<file path="config.mk">
export PLATFORM = sky130hd
export DESIGN_NAME = sipo_receiver
export DESIGN_NICKNAME = d
export VERILOG_FILES = /design/src/rtl/sipo_receiver.sv
export SDC_FILE = /design/constraint.sdc
export NUM_CORES = 1
export LEC_CHECK = 0
export ABC_AREA = 1
export CAP_MARGIN = 20
export CELL_PAD_IN_SITES_DETAIL_PLACEMENT = 0
export CELL_PAD_IN_SITES_GLOBAL_PLACEMENT = 1
export CORE_ASPECT_RATIO = 0.9
export CORE_MARGIN = 2
export CORE_UTILIZATION = 43
export CTS_BUF_LIST = sky130_fd_sc_hd__clkbuf_16
export CTS_CLUSTER_SIZE = 28
export DETAILED_ROUTE_END_ITERATION = 10
export PLACE_DENSITY_LB_ADDON = 0.1
export SYNTH_ARGS = -nofsm -noshare
export SYNTH_HDL_FRONTEND = slang
export SYNTH_SLANG_ARGS = --single-unit
export TNS_END_PERCENT = 100
</file>
<file path="constraint.sdc">
create_clock -name iClk -period 3.7 [get_ports iClk]
set_input_delay 0.74 -clock iClk [delete_from_list [all_inputs] [get_ports iClk]]
set_output_delay 0.74 -clock iClk [all_outputs]
set_load 0.02 [all_outputs]
</file>
<file path="src/rtl/sipo_receiver.sv">
// Serial-to-parallel word receiver; optional even-parity bit via SIPO_PARITY_CHECK_EN.
// Latency: oValid/oData update on the edge that samples the last bit of a frame.
// Backpressure: none; iEnb (active-low) freezes the receiver in place.
module sipo_receiver #(
  parameter int WIDTH     = 8,
  parameter bit MSB_FIRST = 1'b1
) (
  input  logic             iClk,
  input  logic             iClr,
  input  logic             iEnb,
  input  logic             iSerial,
  input  logic             iFrame,
  output logic [WIDTH-1:0] oData,
  output logic             oValid,
  output logic             oBusy,
  output logic             oErr,
  output logic             oParErr
);

`ifdef SIPO_PARITY_CHECK_EN
  localparam int FRAME_BITS = WIDTH + 1;
`else
  localparam int FRAME_BITS = WIDTH;
`endif
  localparam int CW = $clog2(FRAME_BITS + 1);
  localparam logic [CW-1:0] LAST_IDX = CW'(FRAME_BITS - 1);

  typedef enum logic {IDLE, RECV} state_t;

  state_t           state;
  logic [CW-1:0]    bitCnt;
  logic [WIDTH-1:0] shiftReg;
  logic [WIDTH-1:0] shifted;
  logic [WIDTH-1:0] firstWord;

  // firstWord starts a fresh word so stale bits never leak into the next one.
  always_comb begin
    if (MSB_FIRST) begin
      shifted   = (shiftReg << 1) | WIDTH'(iSerial);
      firstWord = WIDTH'(iSerial);
    end else begin
      shifted   = (shiftReg >> 1) | (WIDTH'(iSerial) << (WIDTH - 1));
      firstWord = WIDTH'(iSerial) << (WIDTH - 1);
    end
  end

  always_ff @(posedge iClk or posedge iClr) begin
    if (iClr) begin
      state    <= IDLE;
      bitCnt   <= '0;
      shiftReg <= '0;
      oData    <= '0;
      oValid   <= 1'b0;
      oBusy    <= 1'b0;
      oErr     <= 1'b0;
      oParErr  <= 1'b0;
    end else begin
      oValid  <= 1'b0;
      oErr    <= 1'b0;
      oParErr <= 1'b0;
      if (!iEnb) begin
        unique case (state)
          IDLE: begin
            if (iFrame) begin
              shiftReg <= firstWord;
              bitCnt   <= CW'(1);
              state    <= RECV;
              oBusy    <= 1'b1;
            end
          end
          RECV: begin
            if (iFrame) begin
              // Framing error: drop the partial word, this bit opens a new one.
              oErr     <= 1'b1;
              shiftReg <= firstWord;
              bitCnt   <= CW'(1);
            end else if (bitCnt == LAST_IDX) begin
`ifdef SIPO_PARITY_CHECK_EN
              oData    <= shiftReg;
              oParErr  <= ^{shiftReg, iSerial};
`else
              oData    <= shifted;
              shiftReg <= shifted;
`endif
              oValid   <= 1'b1;
              bitCnt   <= '0;
              state    <= IDLE;
              oBusy    <= 1'b0;
            end else begin
              shiftReg <= shifted;
              bitCnt   <= bitCnt + 1'b1;
            end
          end
          default: begin
            state <= IDLE;
            oBusy <= 1'b0;
          end
        endcase
      end
    end
  end

endmodule

</file>
# Word level (Yosys, flattened, before mapping)
# Cells that the tools add are included.
classes:
  addsub: 1
  eq_ne: 4
  mux: 21
  n_bitwise: 4
  n_reduce_logical: 3
op_table:
  columns: ["op", "count"]
  rows:
  - ["two-way mux 7 bit", 2]
  - ["one-hot mux 7 bit (2 select lines)", 1]
  - ["two-way mux 1 bit", 12]
  - ["two-way mux 4 bit", 3]
  - ["bitwise OR 8 x 1 -> 8 bit", 1]
  - ["one-hot mux 4 bit (2 select lines)", 1]
  - ["AND reduction 4 bit", 2]
  - ["adder 4 x 1 -> 4 bit (second input constant)", 1]
  - ["equality test 4 x 3 -> 1 bit (second input constant)", 1]
  - ["inequality test 2 bit (second input constant)", 2]
  - ["one-hot mux 1 bit (2 select lines)", 2]
  - ["NOT 1 bit", 3]
  - ["inequality test 2 x 1 -> 1 bit (second input constant)", 1]
  - ["AND reduction 2 bit", 1]
word_totals:
  ff_bits: 23
  in_bits: 5
  word_cells: 40

# Depth between registers and ports, before layout
# Gate-level depths: netlist of the first run.
depth:
  word_depth: 5
  depth_mapped: 7
  ltp_nobuf: 6

# Worst setup path before layout of the first run
# No wires, ideal clock.
synth_timing:
  path_type: "input port to flip-flop"
  startpoint: "input port iFrame"
  endpoint: "register oData[4]"
  setup_ns: 0.118
  arrival_ns: 1.301
  setup_slack_ns: 2.281
  cell_stages: 7
  path_buffers: 1
  path_cell_list: "nor2_4 -> nand2_4 -> inv_6 -> nand2_8 -> buf_12 -> nand2_2 -> o21ai_2"
synth_between:
  elab_chain_cells: 2
synth_lines:
  columns: ["element", "line", "source"]
  rows:
  - ["from (decl)", "12", "input logic iFrame,"]
  - ["NOT 1 bit (no source line)", null, null]
  - ["AND reduction 4 bit (no source line)", null, null]
  - ["to (signal assigned)", "82", "oData <= shifted;"]
  - ["to (decl)", "13", "output logic [WIDTH-1:0] oData,"]
# No other way between the ends.
# A chain may end at the register's enable or synchronous reset.

# Worst setup path in the final report of the first run
layout_timing:
  startpoint: "register oData[4]"
  endpoint: "output port oData[4]"
# No word-level cell between the ends.

==> summary.md, run 1 <==
| Metric | Value |
|---|---|
| Die height | `51.3 um` |
| # IOs | `17` |
| TritonCTS sink count | `23` |
| WS Path Type | `register to output pin` |
| Max cap viols | `0` |
| Cts bufs inserted | `3` |
| Bufs and invs on worst path | `1` |
| Initial antenna violation count | `0` |
| Crit path DAT | `1.21 ns` |
| Routed wire per std cell | `10.9 um` |
| Hold Crit Start | `oBusy` |
| Commonest non-fill, non-tap cell in the layout | `nand2_1` |
| Flops & latches, synth | `23` |
| Final setup margin | `about 1.8 ns` |
| Vias in the first global route | `706` |
| Pre-CTS WS | `1.58 ns` |
| Largest delay contributor family on the critical path | `buffers and inverters` |
| Die area | `between 2000 and 3000 um^2` |
| Area grow syn2layout | `20.4%` |
| Grt total ovfl | `0` |
| First-pass GRT wire length | `3.07 mm` |
| Number of fill cells | `217` |
| CTS H-tree depth | `1` |
| Post-DP HPWL | `1.14 mm` |
| CP Launch Type | `register` |
| RSZ-0062 raised after global routing | `no` |
| Layout cell share with drive strength beyond 1 | `between 10% and 20%` |
| Hold path depth | `2` |
| Leakage | `0.615 nW` |
| CORE AREA | `2400 um^2` |
| Mean post-synth cell area | `9.89 um^2` |
| Post-layout min period | `1.95 ns` |
| Worst r2r src | `state` |
| CP Max Fanout | `2` |
| Final setup vio count | `0` |
| Crit-path slowest cell | `clkdlybuf4s50_1` |
| IO buf count | `15` |
| FF-to-FF End | `oBusy` |
| Final Power | `668 uW` |
| Slew headroom | `43.2%` |
| Clk slew on worst S/H paths | `0.06 ns` |
| DR iter-0 viols | `26` |
| Worst R2R Path Depth | `5` |
| Via count | `697` |
| CP Capture Type | `output pin` |
| WHS | `~0.47 ns` |
| Drt pass-1 iters | `4` |
| Drt via density | `4.62` |
| DIE WIDTH | `56.5 um` |
| Clock root buffer | `clkbuf_16` |
| CP Data Required Time | `around 3 ns` |
| Tcrit/Tclk final | `a little over half` |
| R2R setup slack | `2.41 ns` |
| Mapped Cells | `between 100 and 150` |
| Total negative slack | `0 ns` |
| Worst VDD drop | `0.297 mV` |
| Fmax | `0.513 GHz` |
| CP max stage delay | `0.61 ns` |
| Cts hold-fix bufs | `0` |
| Setup Buffers After CTS | `0` |
| Wirelength, routed | `1.64 mm` |
| Worst Hold Class | `register to register` |
| Initial core utilization | `44.5%` |
| Synthesized area | `around 1100 um^2` |
| Final Hold Viols | `0` |
| DRT antenna net count | `0` |
| Status | `complete, no violations` |
| Most frequent cells in the layout | `nand2_1, dfrtp_1, inv_1, clkdlybuf4s50_1, o21ai_2` |
| Pwr Density | `519 nW/um^2` |
| CTS tree | `done` |
| Min-Delay Endpoint | `oBusy` |
| Sequential cell area fraction in the yosys report | `between 50% and 60%` |
| Clk buf depth | `2` |
| RePlAce Congestion | `between 0.7 and 0.8` |
| Clock skew | `0.00319 ns` |
| Largest net degree at the start of global routing | `24` |
| Row count | `17` |
| Worst skew pair latency | `0.25 ns` |
| DRC viols | `0` |
| Syn. warnings | `0` |
| Worst path cell trace | `clkdlybuf4s50_1` |
| Synth unique cells | `23` |
| Final nets | `130` |
| Ant. Diodes | `0` |
| Syn nets | `114` |
| Post_cts resized | `0` |
| Worst Tran Pin Value | `0.851 ns` |
| Pins over their slew limit | `0` |
| Total GRT Usage | `13.8%` |
-- cells in the mapped netlist --
cell     instances  area [um^2]
nand3_1          5         25.0
o22ai_1          6         37.5
buf_6            1         11.3
nand2_2          1         6.26
inv_2            2         7.51
nor2_4           2         22.5
nand2_8          1         20.0
nand2_4          1         11.3
conb_1           1         3.75
o21ai_1          2         10.0
nor2_8           1         20.0
ha_1             1         12.5
inv_6            1         8.76
nor2_2           1         6.26
inv_1           16         60.1
or2_0            1         6.26
buf_12           1         20.0
buf_4            2         15.0
dfrtp_1         23          576
nand2_1         25         93.8
o21ai_2          8         70.1
o21ai_0          2         10.0
nor2_1           4         15.0
-- through the flow --
step | cells | util, % | instance area, um^2
finish | 151 | 53.5 | 1290
detailed placement | 147 | 50.2 | 1210
floorplan | 108 | - | 1070
CTS | 151 | 53.5 | 1290
global route | 151 | 53.5 | 1290
global placement | 147 | 50.2 | 1210
-- per-layer routing --
layer / GRT usage, % / vias to the layer above / wire [um]
li1: - / 363 / -
met1: 17.5 / 320 / 774
met2: 22.1 / 12 / 788
met3: 4.81 / 2 / 62
met4: 4.76 / 0 / 14
met5: 0 / - / 0
-- cell type report --
| type | count | area, um^2 | share of cell area [%] |
|---|---|---|---|
| Multi-Input combinational cell | 62 | 370 | 28.8 |
| Inverter | 19 | 76.3 | 5.93 |
| Clock buffer | 3 | 75.1 | 5.84 |
| Clock inverter | 1 | 3.75 | 0.292 |
| Timing Repair Buffer | 15 | 150 | 11.7 |
| Sequential cell | 23 | 576 | 44.7 |
| Tap cell | 28 | 35.0 | 2.72 |
-- cells by family (layout without fill, tap and decap cells) --
family / after synthesis / in the layout / synth area share, %
AO/OA/AOI/OAI: 18 / 18 / 11.9
adder cells (fa/ha/maj): 1 / 1 / 1.17
buffers and inverters: 23 / 38 / 11.5
flip-flops: 23 / 23 / 53.9
other: 1 / 1 / 0.351
AND/OR/NAND/NOR: 42 / 42 / 21.2
-- worst max-delay path by stage --
stage                     startpoint        to  slack, ns  depth (start not counted)
after floorplan               iFrame  oData[4]       2.28                          7
after global placement        iFrame     oBusy       1.63                          6
after detailed placement      iFrame     oBusy       1.58                          6
after CTS                   oData[4]  oData[4]       1.73                          1
after global routing          iFrame     oBusy       1.69                          6
final                       oData[4]  oData[4]       1.75                          1
-- power breakdown --
group	internal [mW]	switching (mW)
combinational	0.0626	0.0795
sequential	0.283	0.0181
clock	0.144	0.0809
total	0.489	0.179
-- state kept, by name (all words and copies together) (netlist names) --
| name | count |
|---|---|
| bitCnt | 4 |
| oBusy | 1 |
| oData | 8 |
| oErr | 1 |
| oValid | 1 |
| shiftReg | 7 |
| state | 1 |
Power figures use the tool's default switching activity.
==> run 2: changes to the inputs <==
Settings changed: CORE_UTILIZATION 43 to 39.
Clock period 3.7 ns to 1.9 ns, I/O delays scaled along.
==> run 2 against run 1 <==
First-iteration DRC count increased by 31%; register-to-register slack got worse by 1.8 ns; worst setup slack got worse by 1.4 ns; hold slack got worse by 0.0013 ns; total power is 94% higher; clock-buffer cell count unchanged; final cell count grew 1.3%; non-clock buffer count is 2 higher; sequential power rose by 95%; die area increased by 9.5%; highest routed layer unchanged.
==> summary.md, run 2 (synthesized netlist as in run 1, its figures left out) <==
| Metric | Value |
|---|---|
| Pins over their slew limit | `0 (unchanged)` |
| Routed wire per std cell | `10.4 um (-4.6%)` |
| Fmax | `~0.63 GHz` |
| Cts hold-fix bufs | `0 (unchanged)` |
| Most frequent cells in the layout | `nand2_1, dfrtp_1, inv_1, clkdlybuf4s50_1, o21ai_2` |
| Total negative slack | `0 ns (unchanged)` |
| Vias in the first global route | `639 (-9.5%)` |
| Via count | `706 (+1.3%)` |
| CP Data Required Time | `1.52 ns (-1.44 ns)` |
| DR iter-0 viols | `34 (+31%)` |
| CP Max Fanout | `2 (unchanged)` |
| Number of fill cells | `252 (+16%)` |
| Initial core utilization | `42.2% (-2.2 points)` |
| Pwr Density | `998 nW/um^2 (+92%)` |
| Ant. Diodes | `0 (unchanged)` |
| DRC viols | `0 (unchanged)` |
| Post-layout min period | `1.59 ns` |
| Largest register by flop count | `oData` |
| Die area | `3180 um^2 (+9.5%)` |
| Area grow syn2layout | `21.8%` |
| Worst Hold Class | `primary input to asynchronous set/reset pin` |
| CP Launch Type | `register` |
| Worst VDD drop | `0.606 mV (+100%)` |
| Worst path cell trace | `clkdlybuf4s50_1` |
| Most crowded layer after global routing | `met2` |
| R2R setup slack | `0.64 ns (-1.77 ns)` |
| Post-DP HPWL | `1.16 mm (+1.6%)` |
| Largest delay contributor family on the critical path | `buffers and inverters` |
| CORE AREA | `2530 um^2 (+5.3%)` |
| Clk buf depth | `2 (unchanged)` |
| Final nets | `132 (+1.5%)` |
| CP max stage delay | `0.61 ns (about the same)` |
| Max cap viols | `0 (unchanged)` |
| Setup Buffers After CTS | `0 (unchanged)` |
| Row count | `17 (unchanged)` |
| Met2 global-route usage | `17.8% (-4.3 points)` |
| Crit path DAT | `1.21 ns (about the same)` |
| Clock skew | `0.00550 ns (+0.00231 ns)` |
| Worst skew pair latency | `0.25 ns (about the same)` |
| Met3 GRT Util | `4.33% (-0.48 points)` |
| Clock root buffer | `clkbuf_16` |
| # IOs | `17 (unchanged)` |
| Layout cell share with drive strength beyond 1 | `18.4% (+1.3 points)` |
| Crit-path slowest cell | `clkdlybuf4s50_1` |
| CP Capture Type | `output pin` |
| Bufs and invs on worst path | `1 (unchanged)` |
| WS Path Type | `register to output pin` |
| DRT antenna net count | `0 (unchanged)` |
| CTS H-tree depth | `1 (unchanged)` |
| First-pass GRT wire length | `2.80 mm (-8.8%)` |
| TritonCTS sink count | `23 (unchanged)` |
| Grt total ovfl | `0 (unchanged)` |
| Wirelength, routed | `1.59 mm (-3.3%)` |
| Largest net degree at the start of global routing | `24 (unchanged)` |
| M1 GR Usage | `16.7% (-0.86 points)` |
| Post_cts resized | `0 (unchanged)` |
| CTS tree | `done` |
| Cts bufs inserted | `3 (unchanged)` |
| Drt via density | `4.61 (about the same)` |
| Drt pass-1 iters | `4 (unchanged)` |
| Die height | `53.7 um (+4.6%)` |
| Final Hold Viols | `0 (unchanged)` |
| Largest registers | `oData x8, shiftReg x7, bitCnt x4` |
| Pre-CTS WS | `0.235 ns (-1.35 ns)` |
| Final setup margin | `0.312 ns (-1.44 ns)` |
| DIE WIDTH | `59.2 um (+4.7%)` |
| Total GRT Usage | `12.0% (-1.8 points)` |
| Status | `complete, no violations` |
| Initial antenna violation count | `0 (unchanged)` |
| RePlAce Congestion | `0.734 (-3.8%)` |
| Final setup vio count | `0 (unchanged)` |
| Flip-flop count of the largest register after layout | `8 (unchanged)` |
| Final Power | `1.30 mW (+94%)` |
| RSZ-0062 raised after global routing | `no` |
| IO buf count | `15 (unchanged)` |
| Tcrit/Tclk final | `83.6%` |
| Clk slew on worst S/H paths | `0.06 ns (about the same)` |
| Commonest non-fill, non-tap cell in the layout | `nand2_1` |
| Leakage | `0.624 nW (+1.6%)` |
## run 2: cell types whose count changed in the layout (fill, tap and decap cells not counted), sizes merged
cell	before	now
buf	0	2
## run 2: final timing paths
check	from	to	cells past startpoint
min	iClr	bitCnt[2]	3
min reg2reg	oBusy	oBusy	2
max reg2reg	bitCnt[0]	oData[6]	6
min in group iClk	oBusy	oBusy	2
max in group asynchronous	iClr	oData[3]	3
max	oData[4]	oData[4]	1
## run 2: routing by layer
layer  vias to the layer above  part of all wire (%)  wire length (um)
met5                         -                     0                 0
met2                        12                    45               712
met4                         0                  0.63                10
met1                       326                    51               804
met3                         2                   3.6                57
li1                        366                     -                 -
## run 2: where the power goes
part	total (mW)	internal (mW)	switching, mW	leakage, nW
clock	0.431	0.280	0.151	0.0423
combinational	0.281	0.125	0.156	0.279
sequential	0.586	0.550	0.0360	0.303
## run 2: worst reg2reg max path, cell delays in order (launching register included)
cell	delay, ns
dfrtp_1	0.38
ha_1	0.20
nand2_1	0.15
nor2_8	0.15
nand2_8	0.12
nand2_1	0.10
o21ai_2	0.05
## run 2: cell type report
cell class                      count  area, um^2  share of cell area [%]
Inverter                           19        76.3                    5.87
Timing Repair Buffer               17         165                    12.7
Multi-Input combinational cell     62         370                    28.5
Tap cell                           28        35.0                    2.69
Sequential cell                    23         576                    44.2
Clock buffer                        3        75.1                    5.77
Clock inverter                      1        3.75                   0.288
## run 2: metrics by stage
stage	hold WS, ns	util (%)	cell area (um^2)	instances
2_1_floorplan	0.382	-	1070	108
3_3_place_gp	0.458	48.3	1220	149
3_5_place_dp	0.465	48.3	1220	149
4_1_cts	0.479	51.4	1300	153
5_1_grt	0.502	51.4	1300	153
6_report	0.470	51.4	1300	153
==> run 3: changes to the inputs <==
Settings changed: CORE_UTILIZATION 39 to 36.
Clock period 1.9 ns to 1.43 ns, I/O delays scaled along.
==> run 3 against run 2 <==
Total power up 34%; sequential power rose by 33%; sequential share of layout area decreased by 0.83 points; clock skew decreased by 0.0015 ns; first-iteration DRC count is 53% lower; die area increased by 7.7%; via count grew 4.0%; largest power group unchanged; non-clock buffer count increased by 3; combinational power rose by 22%; global-route usage decreased by 0.57 points; final cell count rose by 9.8%; hold slack lost 0.096 ns.
==> summary.md, run 3 (synthesized netlist as in run 1, its figures left out) <==
| Metric | Value |
|---|---|
| Status | `complete, no violations` |
| CP Data Required Time | `1.58 ns (+0.06 ns)` |
| Pre-CTS WS | `-0.0962 ns (-0.331 ns)` |
| Worst VDD drop | `0.576 mV (-4.9%)` |
| Area grow syn2layout | `24.1%` |
| Pwr Density | `1310 nW/um^2 (+31%)` |
| WHS | `0.374 ns (-0.0964 ns)` |
| Clk slew on worst S/H paths | `0.06 ns (about the same)` |
| Final setup vio count | `0 (unchanged)` |
| Die height | `55.7 um (+3.8%)` |
| CORE AREA | `2790 um^2 (+10%)` |
| CTS H-tree depth | `1 (unchanged)` |
| Leakage | `0.684 nW (+9.5%)` |
| CTS tree | `done` |
| Cts bufs inserted | `3 (unchanged)` |
| # IOs | `17 (unchanged)` |
| Largest register by flop count | `oData` |
| Drt via density | `4.37 (-5.3%)` |
| DRC viols | `0 (unchanged)` |
| Clock skew | `0.00405 ns (-0.00146 ns)` |
| Number of fill cells | `296 (+17%)` |
| Worst skew pair latency | `0.26 ns (about the same)` |
| Worst Hold Class | `primary input to asynchronous set/reset pin` |
| Post-DP HPWL | `1.21 mm (+4.4%)` |
| RePlAce Congestion | `0.649 (-12%)` |
| WS Path Type | `register to register` |
| Met2 global-route usage | `16.1% (-1.7 points)` |
| R2R setup slack | `0.14 ns (-0.50 ns)` |
| Die area | `3420 um^2 (+7.7%)` |
| Via count | `734 (+4.0%)` |
| Pins over their slew limit | `0 (unchanged)` |
| First-pass GRT wire length | `2.90 mm (+3.7%)` |
| Vias in the first global route | `665 (+4.1%)` |
| Layout cell share with drive strength beyond 1 | `21.1% (+2.7 points)` |
| Crit path DAT | `1.44 ns (+0.23 ns)` |
| DIE WIDTH | `61.4 um (+3.8%)` |
| Flip-flop count of the largest register after layout | `8 (unchanged)` |
| Tcrit/Tclk final | `90.2%` |
| Most frequent cells in the layout | `nand2_1, dfrtp_1, inv_1, dlygate4sd2_1, o21ai_2` |
| IO buf count | `15 (unchanged)` |
| CP Max Fanout | `17 (+15)` |
| Row count | `18 (+1)` |
| TritonCTS sink count | `23 (unchanged)` |
| Final Hold Viols | `0 (unchanged)` |
| Largest net degree at the start of global routing | `24 (unchanged)` |
| Wirelength, routed | `1.74 mm (+9.7%)` |
| Final nets | `135 (+2.3%)` |
| Ant. Diodes | `0 (unchanged)` |
| Initial antenna violation count | `0 (unchanged)` |
| Most crowded layer after global routing | `met2` |
| Largest registers | `oData x8, shiftReg x7, bitCnt x4` |
| Met3 GRT Util | `3.49% (-0.84 points)` |
| Multi-input gate area | `370 um^2 (unchanged)` |
| M1 GR Usage | `15.4% (-1.2 points)` |
| Util after Layout | `47.5% (-3.9 points)` |
| Final setup margin | `0.140 ns (-0.173 ns)` |
| Total negative slack | `0 ns (unchanged)` |
| Fmax | `0.775 GHz` |
| Grt total ovfl | `0 (unchanged)` |
| DR iter-0 viols | `16 (-53%)` |
| DRT antenna net count | `0 (unchanged)` |
| Commonest non-fill, non-tap cell in the layout | `nand2_1` |
| Routed wire per std cell | `10.4 um (about the same)` |
| Clock root buffer | `clkbuf_16` |
| Max cap viols | `0 (unchanged)` |
| CP Capture Type | `register` |
| Storage cell area | `576 um^2 (unchanged)` |
| RSZ-0062 raised after global routing | `no` |
| CP Launch Type | `register` |
| Total GRT Usage | `11.5% (-0.57 points)` |
| Post-layout min period | `1.29 ns` |
| Initial core utilization | `38.3% (-4.0 points)` |
| Drt pass-1 iters | `4 (unchanged)` |
| Clk buf depth | `2 (unchanged)` |
-- run 3: cell count changes in the layout (fill, tap and decap cells not counted), sizes merged --
cell           change
clkdlybuf4s50     -11
dlygate4sd2       +11
buf                +3
clkinv             +1
inv                -1
-- run 3: worst paths after layout --
| check | startpoint | endpoint | cells past startpoint |
|---|---|---|---|
| max | bitCnt[0] | oData[7] | 6 |
| min | iClr | oData[6] | 3 |
| max reg2reg | bitCnt[0] | oData[7] | 6 |
| min reg2reg | oData[6] | oData[6] | 2 |
| max in group asynchronous | iClr | bitCnt[3] | 3 |
| min in group iClk | oData[6] | oData[6] | 2 |
-- run 3: repair_timing --
| action | 4_1_cts | 5_1_grt |
|---|---|---|
| buffers inserted | 0 | 0 |
| gates resized for setup | 11 | 0 |
| hold buffers | 0 | 0 |
| setup endpoints to repair | 11 | 0 |
-- run 3: cell type report --
class                      count  share of cell area [%]
sequential                    23                    43.4
multi-input combinational     62                    27.9
timing repair buffer          20                    13.1
inverter                      19                    5.75
clock buffer                   3                    5.66
tap                           40                    3.77
clock inverter                 1                   0.377
-- run 3: power by group --
| group | internal, mW | switching, mW | leakage (nW) |
|---|---|---|---|
| logic | 0.135 | 0.209 | 0.340 |
| clock network | 0.376 | 0.235 | 0.0409 |
| registers | 0.731 | 0.0472 | 0.303 |
-- run 3: per-layer routing --
metal  vias to the layer above  share of wire (%)  routed length (um)
li1                        374                  -                   -
met1                       344                 48                 841
met2                        12                 45                 786
met3                         4                4.4                  77
met4                         0                2.0                  34
met5                         -                  0                   0
-- run 3: stage by stage --
step                      std cells  total power, mW  cell area, um^2
after floorplan                 108             1.02             1070
after CTS                       168             1.76             1330
after detailed placement        164             1.18             1260
final                           168             1.73             1330
after global routing            168             1.83             1330
after global placement          164             1.17             1260
-- run 3: critical path: stages, from the launching register on --
cell and delay (ns):
dfrtp_1 0.39, ha_1 0.21, nand2_1 0.16, nor2_8 0.15
nand2_8 0.12, nand2_1 0.10, o21ai_2 0.05
